### src/rtl/led_shifter_pkg.sv
// rtl/led_shifter_pkg.sv - shared types, constants and frame packing for the LED serial output stage
// Contents: FRAME_BITS, FSM state type, pack_frame() which defines the on-wire bit order.
package ledshift_pkg;

  localparam int FRAME_BITS = 46;

  typedef enum logic [1:0] {IDLE, LOAD, SHIFT, LATCH} state_t;

  // MSB goes out first, so ledr[9] is the first bit on the wire and hex0[0] the last.
  function automatic logic [FRAME_BITS-1:0] pack_frame(
    input logic [6:0] hex0,
    input logic [6:0] hex1,
    input logic [6:0] hex2,
    input logic [6:0] hex3,
    input logic [7:0] ledg,
    input logic [9:0] ledr
  );
    return {ledr, ledg, hex3, hex2, hex1, hex0};
  endfunction

endpackage

### src/rtl/led_shifter_if.sv
// rtl/led_shifter_if.sv - serial link to the external 74HC595-style shift-register chain
// Signals: sclk (rising-edge sampled clock), sdata (MSB-first data), latch (storage strobe),
//          busy (frame in progress). master drives the link, slave observes it.
interface led_shifter_if;

  logic sclk;
  logic sdata;
  logic latch;
  logic busy;

  modport master (output sclk, sdata, latch, busy);
  modport slave  (input  sclk, sdata, latch, busy);

endinterface

### src/rtl/led_shift_tick.sv
// rtl/led_shift_tick.sv - CLK_DIV prescaler giving a one-cycle pulse at the end of each sclk phase
// Ports: clk, reset (async, active-high), clear (restart count), enable (count while set),
//        tick (high in the last cycle of each CLK_DIV-cycle phase).
module led_shift_tick #(
  parameter int CLK_DIV = 4
) (
  input  logic clk,
  input  logic reset,
  input  logic clear,
  input  logic enable,
  output logic tick
);

  localparam int W = (CLK_DIV > 1) ? $clog2(CLK_DIV) : 1;
  localparam logic [W-1:0] LAST = W'(CLK_DIV - 1);

  logic [W-1:0] count;

  // With CLK_DIV=1 LAST is 0, so tick is high on every enabled cycle.
  assign tick = enable && (count == LAST);

  always_ff @(posedge clk or posedge reset) begin
    if (reset) begin
      count <= '0;
    end else if (clear) begin
      count <= '0;
    end else if (enable) begin
      count <= tick ? '0 : count + W'(1);
    end
  end

endmodule

### src/rtl/led_shifter.sv
// rtl/led_shifter.sv - shifts display/LED state into an external shift-register chain
// Ports: clk, reset (async, active-high); hex0..hex3 (7b active-low segments), ledg (8b),
//        ledr (10b) inputs; link (master): sclk, sdata, latch, busy.
// A 46-bit frame is sent after reset, on any input change and on periodic refresh.
module led_shifter
  import ledshift_pkg::*;
#(
  parameter int          CLK_DIV = 4,
  parameter int unsigned REFRESH = 2**20
) (
  input  logic       clk,
  input  logic       reset,
  input  logic [6:0] hex0,
  input  logic [6:0] hex1,
  input  logic [6:0] hex2,
  input  logic [6:0] hex3,
  input  logic [7:0] ledg,
  input  logic [9:0] ledr,
  led_shifter_if.master link
);

  state_t                  state;
  logic                    pending;
  logic [FRAME_BITS-1:0]   snapshot;
  logic [FRAME_BITS-1:0]   shreg;
  logic [5:0]              bit_cnt;
  logic [31:0]             refresh_cnt;
  logic                    high_phase;
  logic                    tick;

  logic [FRAME_BITS-1:0]   frame;
  logic                    refresh_expired;
  logic                    start_frame;

  assign frame = pack_frame(hex0, hex1, hex2, hex3, ledg, ledr);

  // REFRESH - 1 wraps when REFRESH is 0; the first term masks that case.
  assign refresh_expired = (REFRESH != 0) && (refresh_cnt == REFRESH - 1);

  // Change, refresh and pending all merge into one request, so coincident
  // causes only ever produce a single frame.
  assign start_frame = (state == IDLE) &&
                       (pending || (frame != snapshot) || refresh_expired);

  led_shift_tick #(.CLK_DIV(CLK_DIV)) u_tick (
    .clk    (clk),
    .reset  (reset),
    .clear  (state == LOAD),
    .enable ((state == SHIFT) || (state == LATCH)),
    .tick   (tick)
  );

  always_ff @(posedge clk or posedge reset) begin
    if (reset) begin
      state       <= IDLE;
      pending     <= 1'b1;
      snapshot    <= '0;
      shreg       <= '0;
      bit_cnt     <= '0;
      refresh_cnt <= '0;
      high_phase  <= 1'b0;
      link.sclk   <= 1'b0;
      link.sdata  <= 1'b0;
      link.latch  <= 1'b0;
      link.busy   <= 1'b0;
    end else begin
      // Cleared on the edge into LOAD so frame starts are exactly REFRESH cycles apart.
      if (start_frame) begin
        refresh_cnt <= '0;
      end else if ((REFRESH != 0) && (refresh_cnt != REFRESH)) begin
        refresh_cnt <= refresh_cnt + 32'd1;
      end

      case (state)
        IDLE: begin
          // Capture the same inputs that were compared, so a frame always
          // carries exactly the data that triggered it.
          if (start_frame) begin
            state     <= LOAD;
            shreg     <= frame;
            snapshot  <= frame;
            bit_cnt   <= 6'(FRAME_BITS - 1);
            pending   <= 1'b0;
            link.busy <= 1'b1;
          end
        end
        LOAD: begin
          state      <= SHIFT;
          high_phase <= 1'b0;
          link.sclk  <= 1'b0;
          link.sdata <= shreg[FRAME_BITS-1];
        end
        SHIFT: begin
          if (tick) begin
            if (!high_phase) begin
              high_phase <= 1'b1;
              link.sclk  <= 1'b1;
            end else begin
              high_phase <= 1'b0;
              link.sclk  <= 1'b0;
              shreg      <= {shreg[FRAME_BITS-2:0], 1'b0};
              if (bit_cnt == '0) begin
                state      <= LATCH;
                link.latch <= 1'b1;
              end else begin
                bit_cnt    <= bit_cnt - 6'd1;
                // New bit appears together with the falling sclk, i.e. at low-phase start.
                link.sdata <= shreg[FRAME_BITS-2];
              end
            end
          end
        end
        LATCH: begin
          if (tick) begin
            state      <= IDLE;
            link.latch <= 1'b0;
            link.busy  <= 1'b0;
          end
        end
        default: state <= IDLE;
      endcase
    end
  end

endmodule

### src/flat_wrapper.sv
// flat-port wrapper written by rule: the top's interface ports become plain ports
module led_shifter_flat import ledshift_pkg::*;
#(
  parameter int          CLK_DIV = 4,
  parameter int unsigned REFRESH = 2**20
)
  (clk, reset, hex0, hex1, hex2, hex3, ledg, ledr, link_sclk, link_sdata, link_latch, link_busy);
  led_shifter_if link_i ();
  input  logic clk;
  input  logic reset;
  input  logic [6:0] hex0;
  input  logic [6:0] hex1;
  input  logic [6:0] hex2;
  input  logic [6:0] hex3;
  input  logic [7:0] ledg;
  input  logic [9:0] ledr;
  output wire logic [$bits(link_i.sclk)-1:0] link_sclk;
  output wire logic [$bits(link_i.sdata)-1:0] link_sdata;
  output wire logic [$bits(link_i.latch)-1:0] link_latch;
  output wire logic [$bits(link_i.busy)-1:0] link_busy;
  assign link_sclk = link_i.sclk;
  assign link_sdata = link_i.sdata;
  assign link_latch = link_i.latch;
  assign link_busy = link_i.busy;
  led_shifter #(.CLK_DIV(CLK_DIV), .REFRESH(REFRESH)) u_core (.clk(clk), .reset(reset), .hex0(hex0), .hex1(hex1), .hex2(hex2), .hex3(hex3), .ledg(ledg), .ledr(ledr), .link(link_i));
endmodule
### config.mk
export PLATFORM = sky130hd
export DESIGN_NAME = led_shifter_flat
export DESIGN_NICKNAME = d
export VERILOG_FILES = /design/src/rtl/led_shifter_pkg.sv /design/src/rtl/led_shifter_if.sv /design/src/rtl/led_shift_tick.sv /design/src/rtl/led_shifter.sv /design/src/flat_wrapper.sv
export SDC_FILE = /design/constraint.sdc
export NUM_CORES = 1
export LEC_CHECK = 0
export ABC_AREA = 1
export ABC_CLOCK_PERIOD_IN_PS = 6860
export BUFFER_PORTS_ARGS = -buffer_cell sky130_fd_sc_hd__buf_4
export CAP_MARGIN = 40
export CORE_ASPECT_RATIO = 1.2
export CORE_MARGIN = 8
export CORE_UTILIZATION = 55
export CTS_CLUSTER_DIAMETER = 100
export DETAILED_ROUTE_END_ITERATION = 8
export PLACE_DENSITY = 0.72
export RECOVER_POWER = 100
export SLEW_MARGIN = 20
export SYNTH_ARGS = -nofsm -noshare
export SYNTH_HDL_FRONTEND = slang
export SYNTH_SLANG_ARGS = --single-unit
export TNS_END_PERCENT = 100
### constraint.sdc
create_clock -name clk -period 6.86 [get_ports clk]
set_clock_uncertainty 0.2 [all_clocks]
set_input_delay 1.372 -clock clk [delete_from_list [all_inputs] [get_ports clk]]
set_output_delay 1.372 -clock clk [all_outputs]
set_load 0.03 [all_outputs]
==> impl_metrics.env <==
export IMPL_drive_gt1_share_pct=8.216
export IMPL_clock_pin_slew_of_the_registers_on_the_worst_case_setup_and_hold_paths_ns=0.06
export IMPL_syn_to_layout_area_delta_pct=12.69
export IMPL_fin_crit_ns=4.844
export IMPL_cp_data_arrival_time_ns=4.95
export IMPL_global_route_usage_total_pct=19.79
export IMPL_via_count_of_the_first_global_routing_pass=6542
export IMPL_syn_mean_instance_area_sq_um=7.134
export IMPL_share_of_the_clock_period_used_by_the_worst_path_pct=70.61
export IMPL_die_area_sq_um=18240
export IMPL_rsz0062_at_grt="false"
export IMPL_number_of_gates_resized_after_cts=0
export IMPL_synth_area_leader_cell="sky130_fd_sc_hd__dfrtp_1"
export IMPL_total_setup_buffers_inserted_after_cts=0
export IMPL_synth_yosys_warnings=0
export IMPL_core_sq_um=13820
export IMPL_timing_critical_path_to_type="register"
export IMPL_finalHoldViolations=0
export IMPL_depth_of_the_worst_hold_timing_path=2
export IMPL_p_sw_w=0.0004381
export IMPL_setup_worst_path_start_class="register"
export IMPL_grt_first_pass_wirelength_mm=30.37
export IMPL_dp_final_hpwl_mm=11.80
export IMPL_logic_depth_of_the_worst_register_to_register_path=8
export IMPL_maxCapViolCount=2
export IMPL_outcome="finished with violations"
export IMPL_yosys_register_bits=139
export IMPL_max_slew_margin_rel_pct=-125.4
export IMPL_worst_slew_pin_transition_ns=3.362
export IMPL_power_leakage_nw=4.641
export IMPL_clock_insertion_delay_worst_skew_ns=0.42
export IMPL_critPathRequiredTime_ns=6.96
export IMPL_setup_violations_final=0
export IMPL_cts_sink_count=139
export IMPL_power_per_cell_area_nw_per_um2=213.7
export IMPL_p_int_w=0.001438
export IMPL_floorplan_rows=47
export IMPL_synthesis_instances=1092
export IMPL_p_clk_share_pct=47.3
export IMPL_vias_per_inst=5.243
export IMPL_remaining_drc_errors=0
export IMPL_max_freq_mhz=206.4
export IMPL_synthFlopType="sky130_fd_sc_hd__dfrtp_1"
export IMPL_power_share_combinational_pct=6.6
export IMPL_dr_total_vias=6831
export IMPL_clock_path_buffers=2
export IMPL_final_common_cell="sky130_fd_sc_hd__nand2_1"
export IMPL_ys_async_sr_fraction_pct=100.0
export IMPL_die_h_microns=146.4
export IMPL_clockRootBuffer="sky130_fd_sc_hd__clkbuf_16"
export IMPL_final_max_slew_viol_count=79
export IMPL_fin_setup_tns_ns=0
export IMPL_failing_checks="max-capacitance violations, max-slew violations"
export IMPL_final_hold_worst_slack_ns=0.2548
export IMPL_path_class="register to register"
export IMPL_drt_wl_total_mm=17.58
export IMPL_n_antenna_cell=0
export IMPL_port_buffers=51
export IMPL_synth_edff_count=0
export IMPL_ant_nets=0
export IMPL_dieWidth_microns=124.6
export IMPL_total_nets_after_synthesis=1150
export IMPL_yosysSeqAreaShare_pct=44.67
export IMPL_synthesis_area_sq_um=7790
export IMPL_power_ir_vdd_worst_mv=0.1550
export IMPL_ios=52
export IMPL_share_seq_of_total_power_pct=46.1
export IMPL_gp_congestion=0.8937
export IMPL_swShare_pct=23.35
export IMPL_overflow=0
export IMPL_routed_wire_length_per_instance_microns=13.49
export IMPL_initial_utilization_pct=56.37
export IMPL_cts_tree="done"
export IMPL_num_nets_final=1178
export IMPL_ctsHtreeMaxLevel=4
export IMPL_count_of_tritonroute_iterations_in_the_first_routing_pass=5
export IMPL_cts_hold_buffers_added=0
export IMPL_synth_cell_types=35
export IMPL_layout_common_cells="sky130_fd_sc_hd__nand2_1, sky130_fd_sc_hd__dfrtp_1, sky130_fd_sc_hd__inv_1"
export IMPL_grt_max_degree=80
export IMPL_fillerInstances=1249
export IMPL_synthDominantCellAreaShare_pct=44.33
export IMPL_number_of_antenna_violations_at_the_first_check_in_global_routing=0
export IMPL_synthTopCellsByArea="sky130_fd_sc_hd__dfrtp_1, sky130_fd_sc_hd__nand2_1, sky130_fd_sc_hd__o21ai_0, sky130_fd_sc_hd__inv_1, sky130_fd_sc_hd__nand4_1"
export IMPL_crit_path_max_fanout=46
export IMPL_min_path_type="register to register"
export IMPL_cts_buffers=17
export IMPL_detail_route_iter0_violations=550
-- synthesized netlist by cell type (7+ instances only) --
cell / n
sky130_fd_sc_hd__nand2_1: 394
sky130_fd_sc_hd__buf_2: 20
sky130_fd_sc_hd__xnor2_1: 7
sky130_fd_sc_hd__clkbuf_1: 23
sky130_fd_sc_hd__ha_1: 10
sky130_fd_sc_hd__inv_1: 128
sky130_fd_sc_hd__dfrtp_1: 138
sky130_fd_sc_hd__o21ai_0: 100
sky130_fd_sc_hd__nand3_1: 21
sky130_fd_sc_hd__o21ai_1: 14
sky130_fd_sc_hd__a21oi_1: 27
sky130_fd_sc_hd__xor2_1: 20
sky130_fd_sc_hd__nor3_1: 18
sky130_fd_sc_hd__nor2_1: 87
sky130_fd_sc_hd__nand4_1: 56
-- final cells by class --
class | instances | area [sq um] | share of cell area [%]
clock buffers | 18 | 439.2 | 5.003
clock inverters | 13 | 127.6 | 1.454
inverters | 129 | 485.5 | 5.530
multi-input cells | 775 | 3587 | 40.86
flip-flops and latches | 139 | 3480 | 39.64
well taps | 171 | 214.0 | 2.437
repair buffers | 58 | 445.4 | 5.074
-- power groups by stage --
stage	sequential, W	clock, W	combinational (W)
detailed placement	0.000878	0	0.000126
global route	0.000867	0.000936	0.000147
floorplan	0.000875	0	0.0000802
finish	0.000865	0.000887	0.000125
global placement	0.000877	0	0.000124
CTS	0.000864	0.000904	0.000127
-- stage by stage --
stage / instances / cell area (sq um) / utilization [%] / total power, W / worst slack (ns)
global placement: 1269 / 8203 / 59.36 / 0.001001 / 2.883
detailed placement: 1271 / 8250 / 59.70 / 0.001004 / 2.846
CTS: 1302 / 8817 / 63.80 / 0.001895 / 3.283
floorplan: 1092 / 7790 / - / 0.0009551 / 1.565
global route: 1303 / 8778 / 63.52 / 0.001950 / 1.582
finish: 1303 / 8778 / 63.52 / 0.001876 / 2.016
-- kinds of logic after synthesis --
| logic type | Yosys count | synth area share, % |
|---|---|---|
| buffers and inverters | 178 | 9.155 |
| adders and majority gates | 10 | 1.606 |
| DFF | 139 | 44.67 |
| and+or+nand+nor | 591 | 31.91 |
| xor gates and xnor gates | 27 | 3.036 |
| AOI/OAI and AO/OA | 147 | 9.621 |
-- path summary, 6_finish.rpt --
kind | endpoint | start | slack [ns]
worst min register to register | u_core.pending$_DFFE_PP1P_ | u_core.pending$_DFFE_PP1P_ | 0.25
worst max register to register | u_core.shreg[31]$_DFFE_PP0P_ | u_core.state[0]$_DFFE_PP0P_ | 2.02
worst min-delay path | u_core.pending$_DFFE_PP1P_ | u_core.pending$_DFFE_PP1P_ | 0.25
min in group asynchronous | u_core.refresh_cnt[18]$_DFFE_PP0P_ | reset | 1.73
worst max-delay path | u_core.shreg[31]$_DFFE_PP0P_ | u_core.state[0]$_DFFE_PP0P_ | 2.02
max in group asynchronous | u_core.pending$_DFFE_PP1P_ | reset | 3.04
-- flip-flops by register name, indices dropped and copies added (netlist names) --
name,cells
u_core.bit_cnt,6
u_core.state,2
u_core.pending,1
u_core.link.sdata,1
u_core.snapshot,46
u_core.link.busy,1
u_core.link.latch,1
u_core.u_tick.count,2
u_core.refresh_cnt,32
u_core.link.sclk,1
u_core.shreg,46
-- critical path, cell delays in order (launching register included) --
cell and delay [ns]:
sky130_fd_sc_hd__dfrtp_1 0.39, sky130_fd_sc_hd__inv_1 0.09, sky130_fd_sc_hd__ha_1 0.41, sky130_fd_sc_hd__inv_1 0.42
sky130_fd_sc_hd__or2_0 1.16, sky130_fd_sc_hd__clkbuf_1 1.07, sky130_fd_sc_hd__nand3_4 0.66, sky130_fd_sc_hd__nand2_1 0.22
sky130_fd_sc_hd__nand2_1 0.07
-- metal layers --
layer | up-vias | track usage [%] | part of all wire (%)
li1 | 3511 | - | -
met2 | 153 | 32.38 | 47
met4 | 0 | 8.570 | 2.1
met1 | 3134 | 24.91 | 47
met5 | - | 0 | 0
met3 | 33 | 3.912 | 3.9
Note: power is estimated with default switching activity, not from simulation.
